--- src/rtl/boot_loader_pkg.sv ---
// Shared types and command codes for the boot-time memory loader.
package boot_loader_pkg;

  typedef enum logic [2:0] {
    ST_CMD,
    ST_ADDR0,
    ST_ADDR1,
    ST_CNT0,
    ST_CNT1,
    ST_DATA,
    ST_RUN,
    ST_ERROR
  } boot_state_t;

  localparam logic [7:0] BL_CMD_IMEM = 8'hA5;
  localparam logic [7:0] BL_CMD_DMEM = 8'h5A;
  localparam logic [7:0] BL_CMD_END  = 8'hFF;

endpackage

--- src/rtl/byte_word_packer.sv ---
// Packs four little-endian bytes into a 32-bit word; word_vld_o fires
// combinationally alongside the 4th byte so the caller can register the write.
module byte_word_packer (
  input  logic        clk,
  input  logic        reset,
  input  logic        clr_i,
  input  logic        byte_vld_i,
  input  logic [7:0]  byte_i,
  output logic [31:0] word_o,
  output logic        word_vld_o
);

  logic [1:0]  idx_q, idx_d;
  logic [23:0] shift_q, shift_d;

  always_comb begin
    idx_d   = idx_q;
    shift_d = shift_q;
    if (clr_i) begin
      idx_d   = 2'd0;
      shift_d = 24'd0;
    end else if (byte_vld_i) begin
      idx_d   = idx_q + 2'd1;
      // Newest byte enters at the top so the first byte ends up in [7:0].
      shift_d = {byte_i, shift_q[23:8]};
    end
  end

  always_ff @(posedge clk or posedge reset) begin
    if (reset) begin
      idx_q   <= 2'd0;
      shift_q <= 24'd0;
    end else begin
      idx_q   <= idx_d;
      shift_q <= shift_d;
    end
  end

  assign word_o     = {byte_i, shift_q};
  assign word_vld_o = byte_vld_i && (idx_q == 2'd3);

endmodule

--- src/rtl/boot_loader_ctrl.sv ---
// Byte-stream section loader for imem/dmem that holds the core in reset
// until the end-of-load command is received.
module boot_loader_ctrl
  import boot_loader_pkg::*;
#(
  parameter int IMEM_DEPTH = 65536,
  parameter int DMEM_DEPTH = 65536,
  localparam int IAW = $clog2(IMEM_DEPTH),
  localparam int DAW = $clog2(DMEM_DEPTH)
) (
  input  logic            clk,
  input  logic            reset,
  input  logic            i_byte_valid,
  input  logic [7:0]      i_byte,
  output logic            o_byte_ready,
  output logic            o_imem_we,
  output logic [IAW-1:0]  o_imem_addr,
  output logic [31:0]     o_imem_wdata,
  output logic            o_dmem_we,
  output logic [DAW-1:0]  o_dmem_addr,
  output logic [31:0]     o_dmem_wdata,
  output logic            o_core_hold,
  output logic            o_done,
  output logic            o_error
);

  localparam int AW = (IAW > DAW) ? IAW : DAW;
  localparam logic [AW-1:0] IMASK = AW'((64'd1 << IAW) - 64'd1);
  localparam logic [AW-1:0] DMASK = AW'((64'd1 << DAW) - 64'd1);

  boot_state_t    state_q, state_d;
  logic           tgt_dm_q, tgt_dm_d;
  logic [7:0]     alo_q, alo_d;
  logic [7:0]     clo_q, clo_d;
  logic [AW-1:0]  ptr_q, ptr_d;
  logic [15:0]    cnt_q, cnt_d;
  logic           imem_we_q, imem_we_d;
  logic [IAW-1:0] imem_addr_q, imem_addr_d;
  logic [31:0]    imem_wdata_q, imem_wdata_d;
  logic           dmem_we_q, dmem_we_d;
  logic [DAW-1:0] dmem_addr_q, dmem_addr_d;
  logic [31:0]    dmem_wdata_q, dmem_wdata_d;

  logic           hs;
  logic [AW-1:0]  tmask;
  logic [31:0]    word;
  logic           word_vld;

  assign o_byte_ready = (state_q != ST_RUN) && (state_q != ST_ERROR);
  assign hs           = i_byte_valid && o_byte_ready;

  byte_word_packer u_packer (
    .clk        (clk),
    .reset      (reset),
    .clr_i      (state_q != ST_DATA),
    .byte_vld_i (hs && (state_q == ST_DATA)),
    .byte_i     (i_byte),
    .word_o     (word),
    .word_vld_o (word_vld)
  );

  always_comb begin
    state_d      = state_q;
    tgt_dm_d     = tgt_dm_q;
    alo_d        = alo_q;
    clo_d        = clo_q;
    ptr_d        = ptr_q;
    cnt_d        = cnt_q;
    imem_we_d    = 1'b0;
    imem_addr_d  = imem_addr_q;
    imem_wdata_d = imem_wdata_q;
    dmem_we_d    = 1'b0;
    dmem_addr_d  = dmem_addr_q;
    dmem_wdata_d = dmem_wdata_q;
    tmask        = tgt_dm_q ? DMASK : IMASK;
    if (hs) begin
      case (state_q)
        ST_CMD: begin
          if (i_byte == BL_CMD_IMEM) begin
            tgt_dm_d = 1'b0;
            state_d  = ST_ADDR0;
          end else if (i_byte == BL_CMD_DMEM) begin
            tgt_dm_d = 1'b1;
            state_d  = ST_ADDR0;
          end else if (i_byte == BL_CMD_END) begin
            state_d = ST_RUN;
          end else begin
            state_d = ST_ERROR;
          end
        end
        ST_ADDR0: begin
          alo_d   = i_byte;
          state_d = ST_ADDR1;
        end
        ST_ADDR1: begin
          // Header address is truncated to the selected memory's width.
          ptr_d   = AW'({i_byte, alo_q}) & tmask;
          state_d = ST_CNT0;
        end
        ST_CNT0: begin
          clo_d   = i_byte;
          state_d = ST_CNT1;
        end
        ST_CNT1: begin
          cnt_d   = {i_byte, clo_q};
          state_d = ({i_byte, clo_q} == 16'd0) ? ST_CMD : ST_DATA;
        end
        ST_DATA: begin
          if (word_vld) begin
            if (tgt_dm_q) begin
              dmem_we_d    = 1'b1;
              dmem_addr_d  = ptr_q[DAW-1:0];
              dmem_wdata_d = word;
            end else begin
              imem_we_d    = 1'b1;
              imem_addr_d  = ptr_q[IAW-1:0];
              imem_wdata_d = word;
            end
            ptr_d = (ptr_q + AW'(1)) & tmask;
            cnt_d = cnt_q - 16'd1;
            if (cnt_q == 16'd1) state_d = ST_CMD;
          end
        end
        default: ;
      endcase
    end
  end

  always_ff @(posedge clk or posedge reset) begin
    if (reset) begin
      state_q      <= ST_CMD;
      tgt_dm_q     <= 1'b0;
      alo_q        <= 8'd0;
      clo_q        <= 8'd0;
      ptr_q        <= '0;
      cnt_q        <= 16'd0;
      imem_we_q    <= 1'b0;
      imem_addr_q  <= '0;
      imem_wdata_q <= 32'd0;
      dmem_we_q    <= 1'b0;
      dmem_addr_q  <= '0;
      dmem_wdata_q <= 32'd0;
    end else begin
      state_q      <= state_d;
      tgt_dm_q     <= tgt_dm_d;
      alo_q        <= alo_d;
      clo_q        <= clo_d;
      ptr_q        <= ptr_d;
      cnt_q        <= cnt_d;
      imem_we_q    <= imem_we_d;
      imem_addr_q  <= imem_addr_d;
      imem_wdata_q <= imem_wdata_d;
      dmem_we_q    <= dmem_we_d;
      dmem_addr_q  <= dmem_addr_d;
      dmem_wdata_q <= dmem_wdata_d;
    end
  end

  assign o_imem_we    = imem_we_q;
  assign o_imem_addr  = imem_addr_q;
  assign o_imem_wdata = imem_wdata_q;
  assign o_dmem_we    = dmem_we_q;
  assign o_dmem_addr  = dmem_addr_q;
  assign o_dmem_wdata = dmem_wdata_q;
  assign o_core_hold  = (state_q != ST_RUN);
  assign o_done       = (state_q == ST_RUN);
  assign o_error      = (state_q == ST_ERROR);

endmodule

--- config.mk ---
export PLATFORM = sky130hd
export DESIGN_NAME = boot_loader_ctrl
export DESIGN_NICKNAME = d
export VERILOG_FILES = /design/src/rtl/boot_loader_pkg.sv /design/src/rtl/byte_word_packer.sv /design/src/rtl/boot_loader_ctrl.sv
export SDC_FILE = /design/constraint.sdc
export NUM_CORES = 1
export LEC_CHECK = 0
export CAP_MARGIN = 20
export CORE_MARGIN = 5
export CORE_UTILIZATION = 49
export CTS_CLUSTER_SIZE = 25
export DETAILED_ROUTE_END_ITERATION = 8
export PLACE_DENSITY = 0.76
export SLEW_MARGIN = 20
export SYNTH_ARGS = -nofsm -noshare
export SYNTH_HDL_FRONTEND = slang
export SYNTH_SLANG_ARGS = --single-unit
--- constraint.sdc ---
create_clock -name clk -period 5.9 [get_ports clk]
set_input_delay 1.18 -clock clk [delete_from_list [all_inputs] [get_ports clk]]
set_output_delay 1.18 -clock clk [all_outputs]
set_load 0.03 [all_outputs]
==> flow_metrics.env, run 1 <==
export IMPL_drc=0
export IMPL_timing_worst_slew_pin_value_ns=0.927
export IMPL_dr_pass1_iters=5
export IMPL_setup_worst_path_end_class="register"
export IMPL_drv_cap=0
export IMPL_fin_worst_skew_ns=0.0105
export IMPL_grt_pass1_vias=5401
export IMPL_cp_arrival_ns=3.47
export IMPL_path_cells="buf_2 > nand3_1 > buf_4 > nor3_4 > buf_4 > mux2_2"
export IMPL_critPathMaxStageDelay_ns=0.65
export IMPL_n_fill_cell=1173
export IMPL_cts_resized=0
export IMPL_die_width_um=134
export IMPL_start_util_pct=49.9
export IMPL_grtUsageTotal_pct=20.1
export IMPL_final_cell_mix="dfrtp_1, clkdlybuf4s50_1, mux2_2"
export IMPL_max_freq_mhz=316
export IMPL_cts_clk_slew_worst_paths_ns=0.06
export IMPL_cp_required_ns=6.20
export IMPL_die_area_um2=18100
export IMPL_die_h_um=134
export IMPL_multiInputGateArea_um2=2980
export IMPL_synth_nets=640
export IMPL_dp_hpwl_mm=11.4
export IMPL_yosysSeqAreaShare_pct=58.1
export IMPL_startpoint_type="input pin"
export IMPL_cts_setup_buffers=0
export IMPL_vias=5365
export IMPL_p_per_area_nw_per_um2=428
export IMPL_hold_buffers=0
export IMPL_grt_pass1_wl_mm=28.5
export IMPL_syn_area_um2=7580
export IMPL_async_reset_ff_share_pct=100
export IMPL_drt_iter0_drc=451
export IMPL_synth_seq_cells=176
export IMPL_final_nets=739
export IMPL_syn_to_final_growth_pct=24.2
export IMPL_cts_buffer_depth=2
export IMPL_slew_violations=0
export IMPL_wl_mm=17.6
export IMPL_postLayoutCoreUtil_pct=61.9
export IMPL_outcome="finished clean"
export IMPL_yosysWarningCount=0
export IMPL_crit_top_cell="buf_4"
export IMPL_cts_made_buffers=17
export IMPL_antenna_cells=0
export IMPL_stdcell_area_um2=9420
export IMPL_vias_per_cell=5.81
export IMPL_tns_ns=0
export IMPL_drive_gt1_share_pct=20.1
export IMPL_r2r_start="state_q[2]"
export IMPL_wire_per_inst_um=19.1
export IMPL_final_common_cell="dfrtp_1"
export IMPL_synth_cells=625
export IMPL_grt_max_degree=177
export IMPL_path_delay_family="buffers and inverters"
export IMPL_cts_htree_levels=4
export IMPL_crit_start="i_byte_valid"
export IMPL_setup_violations=0
export IMPL_power_leakage_nw=4.31
export IMPL_hold_class="reg -> reg"
export IMPL_row_count=45
export IMPL_hold_viol=0
export IMPL_worst_path_buf_inv=3
export IMPL_timing_final_crit_period_ns=3.16
export IMPL_core_um2=15200
export IMPL_path_max_fanout=46
export IMPL_clkSinkCount=176
export IMPL_clockRootBuffer="clkbuf_16"
export IMPL_peakVddDrop_mv=0.254
export IMPL_antenna_found_initial=0
export IMPL_rsz0062_at_grt="no"
export IMPL_slew_headroom_pct=38.2
export IMPL_gp_congestion=0.866
export IMPL_io_pins=113
export IMPL_synth_edff_count=0
export IMPL_dpl_instance_area_um2=8840
export IMPL_drtAntennaViolNets=0
export IMPL_clk_latency_ns=0.42
export IMPL_io_buffer_count=112
export IMPL_overflow=0
export IMPL_min_delay_start="o_dmem_addr[4]"
export IMPL_ys_flop_type="dfrtp_1"
export IMPL_critical_path_class="in -> reg"
export IMPL_synth_cell_types=55
export IMPL_cts_tree="yes"
export IMPL_seq_area_um2=4400
export IMPL_fin_crit_sh_pct=53.6
export IMPL_cp_slowest_cell="buf_2"
export IMPL_syn_avg_cell_area_um2=12.1
-- Yosys cell counts (2+ instances only) --
library cell,count,area [um^2]
nand2b_1,2,12.5
a21o_1,2,15.0
buf_1,5,18.8
o22ai_1,9,56.3
a221o_1,2,20.0
mux2_1,5,56.3
o21ai_1,3,15.0
a21oi_1,36,180
and3_1,2,12.5
nor4_1,7,43.8
dfrtp_1,176,4400
nand2_1,26,97.6
nor3_2,3,30.0
inv_1,12,45.0
a41o_1,2,20.0
o22a_1,6,52.6
and4_1,3,26.3
a31oi_1,8,50.1
buf_2,13,65.1
nor3_1,12,60.1
o21ai_0,25,125
ha_1,4,50.1
a41oi_1,3,26.3
clkbuf_1,21,78.8
a2bb2oi_1,3,26.3
or3_1,3,18.8
nor2_1,56,210
o21a_1,5,37.5
nor2b_1,2,12.5
mux2_2,103,1160
a22oi_1,2,15.0
nand3_1,13,65.1
nand4_1,4,25.0
nand3b_1,2,15.0
mux2i_1,25,250
-- stage by stage --
stage               std cells  power [mW]  hold slack, ns  setup WS, ns
finish                    924        4.03           0.478          2.74
floorplan                 625        2.53           0.456          2.47
CTS                       924        4.04           0.486          2.74
global route              924        4.24           0.508          2.54
detailed placement        893        2.94           0.471          2.31
global placement          893        2.88           0.472          2.35
-- power breakdown --
| group | total [mW] | switching [mW] | internal (mW) |
|---|---|---|---|
| Clock | 1.09 | 0.447 | 0.645 |
| Combinational | 1.15 | 0.669 | 0.480 |
| Sequential | 1.79 | 0.301 | 1.49 |
-- registers in the layout, indices dropped and copies added, names as in the netlist --
register,count
u_packer.shift_q,24
o_dmem_wdata,32
u_packer.idx_q,2
o_dmem_addr,16
state_q,3
o_dmem_we,1
o_imem_wdata,32
clo_q,8
o_imem_we,1
tgt_dm_q,1
alo_q,8
cnt_q,16
o_imem_addr,16
ptr_q,16
-- metal layers --
layer  share of wire (%)  global-route usage [%]
met4                 2.6                    8.14
met1                  43                    26.3
met2                  49                    32.5
met5                   0                       0
met3                 5.5                    4.39
-- worst paths after layout --
kind	end	slack, ns	cells after the start
min in group asynchronous	o_dmem_addr[12]	1.37	3
hold reg to reg	o_dmem_addr[4]	0.48	2
max in group asynchronous	cnt_q[4]	3.84	3
setup / recovery	o_imem_addr[11]	2.74	6
hold / removal	o_dmem_addr[4]	0.48	2
setup reg to reg	o_imem_addr[11]	3.39	6
-- final cells by class --
class / instances / area share, %
Multi-Input combinational cell: 398 / 31.6
Clock buffer: 23 / 4.97
Sequential cell: 176 / 46.8
Inverter: 12 / 0.518
Timing Repair Buffer: 119 / 12.5
Clock inverter: 8 / 1.09
Tap cell: 188 / 2.50
-- kinds of logic (layout without fill, tap and decap cells) --
| logic type | after synthesis | in the layout | synth area share (%) |
|---|---|---|---|
| compound gates | 115 | 115 | 9.52 |
| xor+xnor | 1 | 1 | 0.116 |
| fa+ha+maj | 4 | 4 | 0.660 |
| buf+inv | 51 | 162 | 2.74 |
| flops | 176 | 176 | 58.1 |
| mux | 133 | 133 | 19.3 |
| simple gates | 145 | 145 | 9.51 |
-- worst reg2reg max path: cells and delay by family, from the launching register on --
| family | cells | cell delay (ns) |
|---|---|---|
| buffers and inverters | 2 | 0.82 |
| flip-flops | 1 | 0.60 |
| AND/OR/NAND/NOR | 3 | 0.52 |
| multiplexers | 1 | 0.46 |
Power figures use the tool's default switching activity.
==> run 2: changes to the inputs <==
- clock period: 5.9 -> 2.78 ns (I/O delays scaled with it)
==> flow_metrics.env, run 2 (synthesized netlist as in run 1, its figures left out) <==
export IMPL_core_um2=15200
export IMPL_cp_slowest_cell="clkdlybuf4s50_1"
export IMPL_hold_buffers=0
export IMPL_setup_violations=0
export IMPL_final_nets=754
export IMPL_drv_cap=0
export IMPL_die_area_um2=18100
export IMPL_stdcell_area_um2=9570
export IMPL_clockRootBuffer="clkbuf_16"
export IMPL_power_leakage_nw=4.40
export IMPL_hold_ws_ns=0.484
export IMPL_antenna_found_initial=0
export IMPL_slew_headroom_pct=49.6
export IMPL_cp_arrival_ns=2.01
export IMPL_postLayoutCoreUtil_pct=62.9
export IMPL_final_cell_mix="dfrtp_1, clkdlybuf4s50_1, mux2_2"
export IMPL_clk_latency_ns=0.42
export IMPL_antenna_cells=0
export IMPL_row_count=45
export IMPL_hold_viol=0
export IMPL_slew_violations=0
export IMPL_cts_htree_levels=4
export IMPL_startpoint_type="register"
export IMPL_vias=5587
export IMPL_max_freq_mhz=390
export IMPL_gp_congestion=0.896
export IMPL_start_util_pct=49.9
export IMPL_grt_max_degree=75
export IMPL_critical_path_class="reg -> out"
export IMPL_grt_pass1_vias=5670
export IMPL_grt_pass1_wl_mm=30.5
export IMPL_outcome="finished clean"
export IMPL_wl_mm=18.6
export IMPL_cts_clk_slew_worst_paths_ns=0.06
export IMPL_path_delay_family="buffers and inverters"
export IMPL_wire_per_inst_um=19.8
export IMPL_path_max_fanout=16
export IMPL_timing_worst_slew_pin_value_ns=0.755
export IMPL_overflow=0
export IMPL_worst_path_buf_inv=1
export IMPL_cts_tree="yes"
export IMPL_die_width_um=134
export IMPL_hold_class="reg -> reg"
export IMPL_peakVddDrop_mv=0.561
export IMPL_timing_final_crit_period_ns=2.56
export IMPL_total_power_mw=8.60
export IMPL_grtUsageTotal_pct=21.3
export IMPL_clkSinkCount=176
export IMPL_dr_pass1_iters=7
export IMPL_syn_to_final_growth_pct=26.2
export IMPL_cts_made_buffers=17
export IMPL_rsz0062_at_grt="no"
export IMPL_drt_iter0_drc=375
export IMPL_drive_gt1_share_pct=21.9
export IMPL_cts_resized=0
export IMPL_final_common_cell="dfrtp_1"
export IMPL_vias_per_cell=5.94
export IMPL_dp_hpwl_mm=12.7
export IMPL_fin_worst_skew_ns=0.00811
export IMPL_path_cells="and3_1 > clkdlybuf4s50_1"
export IMPL_fin_crit_sh_pct=92.2
export IMPL_n_fill_cell=1144
export IMPL_die_h_um=134
export IMPL_setup_worst_path_end_class="primary output"
export IMPL_io_buffer_count=112
export IMPL_critPathMaxStageDelay_ns=0.69
export IMPL_drtAntennaViolNets=0
export IMPL_io_pins=113
export IMPL_p_per_area_nw_per_um2=899
export IMPL_dpl_instance_area_um2=9000
export IMPL_cp_required_ns=2.22
export IMPL_cts_buffer_depth=2
export IMPL_cts_setup_buffers=0
export IMPL_drc=0
-- run 2: power breakdown --
part / switching, mW / internal [mW] / total, mW
clock network: 0.950 / 1.33 / 2.28
logic: 1.45 / 1.04 / 2.49
registers: 0.678 / 3.15 / 3.83
total: 3.08 / 5.52 / 8.60
-- run 2: worst reg2reg max path, delay by kind of cell, from the launching register on --
| family | cells | cell delay (ns) |
|---|---|---|
| and+or+nand+nor | 3 | 0.98 |
| muxes | 1 | 0.33 |
| buffers and inverters | 1 | 0.41 |
| DFF | 1 | 0.60 |
-- run 2: per-layer routing --
metal | wire length (um) | track usage, % | vias to the layer above
met4 | 431 | 8.31 | 0
met3 | 1250 | 5.78 | 27
met5 | 0 | 0 | -
met2 | 8880 | 32.8 | 208
met1 | 8030 | 28.9 | 2847
li1 | - | - | 2505
-- run 2: layout make-up --
| type | instances | area [um^2] | area share (%) |
|---|---|---|---|
| clock inverter | 8 | 77.6 | 0.811 |
| sequential | 176 | 4400 | 46.0 |
| multi-input combinational | 398 | 2980 | 31.1 |
| timing repair buffer | 134 | 1330 | 13.9 |
| tap | 188 | 235 | 2.46 |
| inverter | 12 | 48.8 | 0.510 |
| clock buffer | 24 | 492 | 5.14 |
-- run 2: final timing paths --
check | from | to | slack [ns] | cells after the start
max | state_q[1] | o_error | 0.22 | 2
min | o_dmem_addr[4] | o_dmem_addr[4] | 0.48 | 2
max reg2reg | state_q[2] | o_dmem_wdata[0] | 0.35 | 5
min reg2reg | o_dmem_addr[4] | o_dmem_addr[4] | 0.48 | 2
max in group asynchronous | reset | o_dmem_wdata[27] | 1.50 | 3
min in group asynchronous | reset | o_dmem_wdata[31] | 0.53 | 2
-- run 2: metrics by stage --
stage,TNS [ns],instances,setup slack (ns)
after floorplan,-5.04,625,-0.0286
after global placement,0,908,0.436
after detailed placement,0,908,0.335
after CTS,0,940,0.241
after global routing,0,940,0.130
final,0,940,0.216
==> run 3: changes to the inputs <==
--- a/config.mk
+++ b/config.mk
@@ -7,4 +7,5 @@
 export LEC_CHECK = 0
 export CAP_MARGIN = 20
+export CORE_ASPECT_RATIO = 0.5
 export CORE_MARGIN = 5
 export CORE_UTILIZATION = 49
==> constraint.sdc (replaced) <==
create_clock -name clk -period 2.78 [get_ports clk]
set_input_delay 0.556 -clock clk [delete_from_list [all_inputs] [get_ports clk]]
set_output_delay 0.556 -clock clk [all_outputs]
set_load 0.05 [all_outputs]
==> flow_metrics.env, run 3 (synthesized netlist as in run 1, its figures left out) <==
export IMPL_cts_tree="yes"
export IMPL_grt_pass1_vias=5524
export IMPL_antenna_found_initial=0
export IMPL_core_um2=15300
export IMPL_cts_resized=0
export IMPL_slew_headroom_pct=54.4
export IMPL_setup_violations=0
export IMPL_r2r_end="cnt_q[10]"
export IMPL_startpoint_type="register"
export IMPL_hold_ws_ns=0.440
export IMPL_clockRootBuffer="clkbuf_16"
export IMPL_drc=0
export IMPL_cp_required_ns=2.22
export IMPL_wire_per_inst_um=18.6
export IMPL_drive_gt1_share_pct=22.1
export IMPL_vias=5446
export IMPL_fin_worst_skew_ns=0.00882
export IMPL_die_width_um=186
export IMPL_cts_setup_buffers=0
export IMPL_fin_ws_ns=0.145
export IMPL_syn_to_final_growth_pct=26.3
export IMPL_final_nets=754
export IMPL_dpl_instance_area_um2=9010
export IMPL_timing_worst_slew_pin_value_ns=0.678
export IMPL_cts_htree_levels=4
export IMPL_grt_max_degree=95
export IMPL_clkSinkCount=176
export IMPL_total_power_mw=8.82
export IMPL_path_max_fanout=16
export IMPL_dp_hpwl_mm=11.9
export IMPL_row_count=32
export IMPL_p_per_area_nw_per_um2=922
export IMPL_rr_worst_depth=7
export IMPL_preCtsSetupSlack_ns=0.341
export IMPL_peakVddDrop_mv=0.485
export IMPL_slew_violations=0
export IMPL_critical_path_class="reg -> out"
export IMPL_grt_pass1_wl_mm=29.4
export IMPL_outcome="finished clean"
export IMPL_wl_mm=17.7
export IMPL_fin_crit_sh_pct=94.8
export IMPL_drtAntennaViolNets=0
export IMPL_power_leakage_nw=4.38
export IMPL_r2r_slack_ns=0.57
export IMPL_clk_latency_ns=0.42
export IMPL_drv_cap=0
export IMPL_vias_per_cell=5.70
export IMPL_gp_congestion=0.870
export IMPL_cts_buffer_depth=2
export IMPL_io_buffer_count=112
export IMPL_stdcell_area_um2=9570
export IMPL_postLayoutCoreUtil_pct=62.6
export IMPL_cts_clk_slew_worst_paths_ns=0.07
export IMPL_cts_made_buffers=17
export IMPL_setup_worst_path_end_class="primary output"
export IMPL_n_fill_cell=1169
export IMPL_timing_final_crit_period_ns=2.63
export IMPL_antenna_cells=0
export IMPL_final_common_cell="dfrtp_1"
export IMPL_start_util_pct=49.6
export IMPL_overflow=0
export IMPL_hold_class="in -> async"
export IMPL_die_h_um=97.9
export IMPL_drt_iter0_drc=502
export IMPL_rsz0062_at_grt="no"
export IMPL_hold_buffers=0
export IMPL_die_area_um2=18200
export IMPL_io_pins=113
export IMPL_dr_pass1_iters=5
export IMPL_hold_viol=0
export IMPL_grtUsageTotal_pct=20.1
export IMPL_max_freq_mhz=380
export IMPL_r2r_start="cnt_q[1]"
export IMPL_cp_arrival_ns=2.08
export IMPL_final_cell_mix="dfrtp_1, clkdlybuf4s50_1, mux2_2"
==> run 3: cell types whose count changed in the layout (fill, tap and decap cells not counted), sizes merged <==
cell / previous run / this run
clkbuf: 24 / 18
bufinv: 1 / 0
clkinvlp: 3 / 5
inv: 12 / 17
==> run 3: worst max-delay path by stage <==
stage | start | endpoint | slack (ns) | cells after the start
2_1_floorplan | reset | alo_q[0] | -0.03 | 1
3_3_place_gp | i_byte[6] | state_q[2] | 0.44 | 6
3_5_place_dp | i_byte[6] | state_q[2] | 0.34 | 6
4_1_cts | state_q[1] | o_error | 0.15 | 2
5_1_grt | state_q[1] | o_error | 0.09 | 2
6_report | state_q[1] | o_error | 0.15 | 2
==> run 3: routing by layer <==
layer,vias up,global-route usage [%],wire length (um)
li1,2485,-,-
met1,2779,28.5,8000
met2,166,32.3,8600
met3,16,3.57,992
met4,0,5.26,151
met5,-,0,0
==> run 3: final cells by class <==
cell class                 instances  area (um^2)  area share, %
multi-input combinational        398         2970           31.1
clock buffer                      18          429           4.48
sequential                       176         4400           46.0
clock inverter                    14          128           1.33
inverter                          12         48.8          0.510
tap                              204          255           2.67
timing repair buffer             134         1330           13.9
==> run 3: worst max-delay path, stage by stage (launching register included) <==
cell and delay [ns]:
dfrtp_1 0.60, and3_1 0.25, clkdlybuf4s50_1 0.81
==> run 3: where the power goes <==
part           switching (mW)  total, mW  internal (mW)
Clock                    1.07       2.25           1.18
Combinational            1.72       2.76           1.04
Sequential              0.656       3.81           3.15
==> run 3: metrics by stage <==
step	setup TNS (ns)	cells
final	0	956
after global routing	0	956
after CTS	0	956
after detailed placement	0	924
after global placement	0	924
after floorplan	-5.04	625
